File: src/rtl/seq_det_ctrl.sv
// seq_det_ctrl: run-time programmable serial pattern-detect controller.
//
// A pattern configuration (bits, length, overlap mode, match target) is taken
// over a valid/ready handshake while idle or done. A start strobe arms a run.
// During the run every qualified serial bit is shifted in. Each time the most
// recent cfg_len bits equal the pattern, a one-cycle match pulse is issued and
// a saturating counter is bumped. The run ends with a done pulse once the
// counter reaches a non-zero target.
//
// Ports:
//   clk, reset_n       clock, asynchronous active-low reset
//   cfg_valid/ready    configuration handshake (ready in IDLE or DONE)
//   cfg_pattern        pattern bits, bit cfg_len-1 arrives first
//   cfg_len            pattern length, legal 1..PAT_W
//   cfg_overlap        1 = matched bits may be reused by the next match
//   cfg_target         match count that ends the run, 0 = run until abort
//   cfg_err            one-cycle pulse when an illegal cfg_len is rejected
//   start, abort       begin a run / return to IDLE
//   din_valid, din     qualified serial input stream
//   busy               high while running
//   match              one-cycle pulse per detected pattern
//   match_count        matches in this run, saturating
//   done               one-cycle pulse when match_count reaches cfg_target
module seq_det_ctrl #(
  parameter int PAT_W = 8,
  parameter int CNT_W = 8,
  parameter int LEN_W = $clog2(PAT_W) + 1
) (
  input  logic             clk,
  input  logic             reset_n,
  input  logic             cfg_valid,
  output logic             cfg_ready,
  input  logic [PAT_W-1:0] cfg_pattern,
  input  logic [LEN_W-1:0] cfg_len,
  input  logic             cfg_overlap,
  input  logic [CNT_W-1:0] cfg_target,
  output logic             cfg_err,
  input  logic             start,
  input  logic             abort,
  input  logic             din_valid,
  input  logic             din,
  output logic             busy,
  output logic             match,
  output logic [CNT_W-1:0] match_count,
  output logic             done
);

  localparam logic [1:0] S_IDLE  = 2'd0;
  localparam logic [1:0] S_ARMED = 2'd1;
  localparam logic [1:0] S_RUN   = 2'd2;
  localparam logic [1:0] S_DONE  = 2'd3;

  logic [1:0]       state_reg, state_next;
  logic [PAT_W-1:0] pattern_reg, pattern_next;
  logic [LEN_W-1:0] len_reg, len_next;
  logic             overlap_reg, overlap_next;
  logic [CNT_W-1:0] target_reg, target_next;
  // The oldest bit of a full-width window is never compared after the next
  // shift, so only PAT_W-1 history bits are stored.
  logic [PAT_W-2:0] sh_reg, sh_next;
  logic [LEN_W-1:0] bits_seen_reg, bits_next;
  logic [CNT_W-1:0] count_reg, count_next;
  logic             match_reg, match_next;
  logic             done_reg, done_next;
  logic             busy_reg, busy_next;
  logic             cfg_err_reg, cfg_err_next;

  logic [PAT_W-1:0] sh_new;
  logic [PAT_W-1:0] len_mask;
  logic [LEN_W:0]   bits_plus;
  logic             len_ok;
  logic             cfg_fire;
  logic             cfg_accept;
  logic             cfg_reject;
  logic             hit;
  logic [CNT_W-1:0] count_inc;
  logic             target_hit;

  assign cfg_ready = (state_reg == S_IDLE) || (state_reg == S_DONE);
  assign len_ok    = (cfg_len != '0) && (cfg_len <= LEN_W'(PAT_W));
  // An abort taken in DONE wins over a configuration offered in the same cycle.
  assign cfg_fire   = cfg_valid && cfg_ready && !(abort && (state_reg == S_DONE));
  assign cfg_accept = cfg_fire && len_ok;
  assign cfg_reject = cfg_fire && !len_ok;

  // Window compare only looks at the low len_reg bits.
  for (genvar gi = 0; gi < PAT_W; gi++) begin : g_mask
    assign len_mask[gi] = (len_reg > LEN_W'(gi));
  end

  assign sh_new     = {sh_reg, din};
  assign bits_plus  = {1'b0, bits_seen_reg} + (LEN_W+1)'(1);
  assign hit        = (bits_plus >= {1'b0, len_reg}) &&
                      (((sh_new ^ pattern_reg) & len_mask) == '0);
  assign count_inc  = (count_reg == {CNT_W{1'b1}}) ? count_reg
                                                   : count_reg + CNT_W'(1);
  assign target_hit = (target_reg != '0) && (count_inc == target_reg);

  always_comb begin
    state_next   = state_reg;
    pattern_next = pattern_reg;
    len_next     = len_reg;
    overlap_next = overlap_reg;
    target_next  = target_reg;
    sh_next      = sh_reg;
    bits_next    = bits_seen_reg;
    count_next   = count_reg;
    match_next   = 1'b0;
    done_next    = 1'b0;

    case (state_reg)
      S_ARMED: begin
        if (abort) begin
          state_next = S_IDLE;
        end else if (start) begin
          state_next = S_RUN;
          sh_next    = '0;
          bits_next  = '0;
          count_next = '0;
        end
      end
      S_RUN: begin
        if (abort) begin
          state_next = S_IDLE;
        end else if (din_valid) begin
          sh_next = sh_new[PAT_W-2:0];
          if (bits_plus > (LEN_W+1)'(PAT_W)) begin
            bits_next = LEN_W'(PAT_W);
          end else begin
            bits_next = bits_plus[LEN_W-1:0];
          end
          if (hit) begin
            match_next = 1'b1;
            count_next = count_inc;
            // Non-overlap: the matched bits must not count toward the next hit.
            if (!overlap_reg) begin
              bits_next = '0;
            end
            if (target_hit) begin
              done_next  = 1'b1;
              state_next = S_DONE;
            end
          end
        end
      end
      S_DONE: begin
        if (abort) begin
          state_next = S_IDLE;
        end else if (start && !cfg_accept) begin
          state_next = S_RUN;
          sh_next    = '0;
          bits_next  = '0;
          count_next = '0;
        end
      end
      default: ;
    endcase

    // A legal configuration always lands in ARMED, even if start was also seen.
    if (cfg_accept) begin
      pattern_next = cfg_pattern;
      len_next     = cfg_len;
      overlap_next = cfg_overlap;
      target_next  = cfg_target;
      state_next   = S_ARMED;
    end

    cfg_err_next = cfg_reject;
    busy_next    = (state_next == S_RUN);
  end

  always_ff @(posedge clk or negedge reset_n) begin
    if (!reset_n) begin
      state_reg     <= S_IDLE;
      pattern_reg   <= '0;
      len_reg       <= '0;
      overlap_reg   <= 1'b0;
      target_reg    <= '0;
      sh_reg        <= '0;
      bits_seen_reg <= '0;
      count_reg     <= '0;
      match_reg     <= 1'b0;
      done_reg      <= 1'b0;
      busy_reg      <= 1'b0;
      cfg_err_reg   <= 1'b0;
    end else begin
      state_reg     <= state_next;
      pattern_reg   <= pattern_next;
      len_reg       <= len_next;
      overlap_reg   <= overlap_next;
      target_reg    <= target_next;
      sh_reg        <= sh_next;
      bits_seen_reg <= bits_next;
      count_reg     <= count_next;
      match_reg     <= match_next;
      done_reg      <= done_next;
      busy_reg      <= busy_next;
      cfg_err_reg   <= cfg_err_next;
    end
  end

  assign match       = match_reg;
  assign done        = done_reg;
  assign busy        = busy_reg;
  assign match_count = count_reg;
  assign cfg_err     = cfg_err_reg;

endmodule

File: config.mk
export PLATFORM = sky130hd
export DESIGN_NAME = seq_det_ctrl
export DESIGN_NICKNAME = d
export VERILOG_FILES = /design/src/rtl/seq_det_ctrl.sv
export SDC_FILE = /design/constraint.sdc
export NUM_CORES = 1
export LEC_CHECK = 0
export BUFFER_PORTS_ARGS = -buffer_cell sky130_fd_sc_hd__buf_2
export CORE_ASPECT_RATIO = 1.25
export CORE_MARGIN = 2
export CORE_UTILIZATION = 30
export CTS_CLUSTER_DIAMETER = 40
export DETAILED_ROUTE_END_ITERATION = 8
export GPL_ROUTABILITY_DRIVEN = 0
export PLACE_DENSITY = 0.45
export SLEW_MARGIN = 20
export SYNTH_ARGS = -nofsm -noshare
export SYNTH_HDL_FRONTEND = slang
export SYNTH_SLANG_ARGS = --single-unit
File: constraint.sdc
create_clock -name clk -period 4.6 [get_ports clk]
set_input_delay 0 -clock clk [delete_from_list [all_inputs] [get_ports clk]]
set_output_delay 0 -clock clk [all_outputs]
set_load 0.02 [all_outputs]
==> impl_metrics.py <==
metrics = {
    "run_status": {
        "outcome": "finished, final reports clean",
    },
    "global_routing": {
        "grt_antenna_before_repair": 0,
        "grt_usage": 0.1528,
        "overflow": 0,
        "grt_max_degree": 47,
        "grt_first_pass_wirelength_mm": 12.36,
        "grt_pass1_vias": 2493,
    },
    "setup_path": {
        "rr_worst_depth": 7,
        "cp.depth": 7,
        "end_kind": "flop",
        "crit_path_end": "match_count[6]",
        "worstPathArrival_ps": 3070,
        "crit_path_cell_trace": "inv_1 -> ha_1 -> inv_1 -> o2111ai_1 -> a41o_1 -> nor2_1 -> a221oi_1",
        "critPathMaxFanout": 32,
        "startpoint": "state_reg[0]",
        "slowest_delay_ps": 760,
        "reg2reg_from": "state_reg[0]",
        "path_buf_inv": 2,
        "cp_common_cell": "inv_1",
        "crit_family": "compound AO/OA/AOI/OAI gates",
        "cp_data_required_time_ps": 4790,
        "startpoint_type": "flop",
        "ff2ff_setup_slack_ps": 1720,
        "r2r-end": "match_count[6]",
        "slowest_stage": "a41o_1",
        "crit_type": "flop to flop",
    },
    "sta": {
        "worst_pin_slew_ps": 945.4,
        "maxSlewHeadroom": 0.3697,
        "rsz0062_at_grt": "no",
        "hold_ws_ps": 51.86,
        "setup_viol": 0,
        "hold_viol": 0,
        "fin_setup_tns_ps": 0,
        "fmax_mhz": 347.3,
        "final-max-slew-violation-count": 0,
        "post-route-period-util": 0.6259,
        "fin_skew_ps": 8.580,
        "fin_crit_ps": 2879,
    },
    "die": {
        "fp-row-count": 39,
        "coreArea_um2": 9027,
        "ios": 41,
        "die_area_um2": 9971,
        "dieHeight_um": 111.1,
        "die_w_um": 89.72,
        "start_util": 0.3052,
    },
    "synthesis": {
        "synth_cells": 319,
        "async_flop_share": 1.000,
        "synth_edf_count": 0,
        "synth_seq_cells": 46,
        "synth_nets": 357,
        "synth_top_flop_cell": "dfrtp_1",
        "syn_avg_cell_area_um2": 8.637,
        "yosysSeqAreaShare": 0.4178,
        "synth.distinct_cells": 61,
        "synthesis.area_um2": 2755,
        "synth-warning-count": 0,
    },
    "layout": {
        "stdcell_count": 498,
        "fin_nets": 413,
        "syn2layout_area_growth_pct": 23.75,
        "drive_above_1_share": 0.1707,
        "num_antenna_cells": 0,
        "fillerInstances": 982,
    },
    "clocking": {
        "tritoncts": "yes",
        "cts_sinks": 46,
        "cts_root_buf": "clkbuf_16",
        "cts_setup_buffers": 0,
        "cts_resized": 0,
        "cts_buffers": 5,
        "clock_latency_ps": 290,
        "cts.clk_slew.worst_paths_ps": 70,
        "cts_hold_buffers": 23,
        "clockBufferDepth": 2,
        "htree_num_levels": 2,
    },
    "place": {
        "dp_cells": 468,
        "io_buffers": 40,
        "dp_hpwl_mm": 5.165,
    },
    "route": {
        "drt-total-wl_mm": 7.277,
        "drcViolationCount": 0,
        "via_per_inst": 4.992,
        "first_pass_iters": 4,
        "final_antenna_net_count": 0,
        "wl_per_cell_um": 14.61,
        "vias": 2486,
        "drt_iter0_drc": 98,
    },
    "power": {
        "p_leak_nw": 1.559,
        "peakVddDrop_uv": 194.1,
        "powerDensity_nw_per_um2": 496.2,
    },
    "job": {
        "drv_cap": 0,
    },
    "hold_path": {
        "hold_class": "input pin to flop",
    },
}
[worst min path at each step]
stage	from	cells after the start	to	slack, ps
5_1_grt	abort	3	match	70
3_3_place_gp	cfg_overlap	3	overlap_reg	190
6_report	abort	3	match	50
3_5_place_dp	cfg_pattern[4]	3	pattern_reg[4]	200
4_1_cts	abort	3	match	50
2_1_floorplan	reset_n	0	bits_seen_reg[0]	-300
[per-layer routing]
metal / vias up / share of wire / track usage
met3: 9 / 0.028 / 0.02311
li1: 1243 / - / -
met4: 0 / 0.012 / 0.05538
met5: - / 0 / 0
met1: 1195 / 0.44 / 0.1901
met2: 39 / 0.52 / 0.2682
[report_power, final]
group	switching (mW)	internal (mW)	total [mW]	leakage, nW
registers	0.126	0.516	0.642	0.605
clock network	0.155	0.197	0.352	0.0694
logic	0.439	0.259	0.698	0.884
[worst reg2reg max path: cells and delay by family, from the launching register on]
family | cells | cell delay (ps)
buffers and inverters | 2 | 260
flip-flops | 1 | 400
AND/OR/NAND/NOR | 1 | 250
adder cells (fa/ha/maj) | 1 | 520
AO/OA/AOI/OAI | 3 | 1360
[kinds of logic (layout without fill, tap and decap cells)]
group | Yosys count | in the layout | share of synthesized area
AND/OR/NAND/NOR | 135 | 135 | 0.2257
AO/OA/AOI/OAI | 82 | 82 | 0.2089
adder cells (fa/ha/maj) | 10 | 10 | 0.04541
buffers and inverters | 30 | 86 | 0.04859
XOR/XNOR | 16 | 16 | 0.05359
flip-flops | 46 | 46 | 0.4178
[layout by cell type (no fill, tap or decap), drive strengths merged, types with 6 or more instances in the layout]
master | Yosys | layout
a21oi | 14 | 14
buf | 6 | 41
dfrtp | 46 | 46
dlygate4sd3 | 0 | 23
ha | 10 | 10
inv | 15 | 15
nand2 | 84 | 84
nand3 | 7 | 7
nor2 | 14 | 14
nor3 | 7 | 7
o21ai | 22 | 22
o31ai | 6 | 6
xnor2 | 11 | 11
[Yosys cell counts, types with 6 or more instances]
master,count,area share
nand2_1,84,0.11
inv_1,15,0.020
xnor2_1,10,0.032
nand3_1,6,0.011
a21oi_1,14,0.025
nor3_1,6,0.011
clkbuf_1,9,0.012
nor2_1,13,0.018
dfrtp_1,46,0.42
ha_1,10,0.045
o21ai_0,20,0.036
o31ai_1,6,0.016
[cell type report]
| class | instances | area [µm²] | area share |
|---|---|---|---|
| multi-input combinational | 243 | 1473 | 0.4319 |
| sequential | 46 | 1151 | 0.3376 |
| timing repair buffer | 64 | 440.4 | 0.1292 |
| tap | 123 | 153.9 | 0.04514 |
| clock buffer | 5 | 125.1 | 0.03670 |
| inverter | 15 | 56.30 | 0.01651 |
| clock inverter | 2 | 10.01 | 0.002936 |
[through the flow]
| stage | utilization | area, µm² | total power, mW | worst slack [ps] |
|---|---|---|---|---|
| 6_report | 0.3777 | 3410 | 1.692 | 1721 |
| 5_1_grt | 0.3777 | 3410 | 1.831 | 1400 |
| 4_1_cts | 0.3774 | 3407 | 1.711 | 1658 |
| 3_5_place_dp | 0.3369 | 3042 | 1.336 | 1675 |
| 3_3_place_gp | 0.3369 | 3042 | 1.329 | 1768 |
| 2_1_floorplan | - | 2755 | 1.147 | 2085 |
Note: power is estimated with default switching activity, not from simulation.
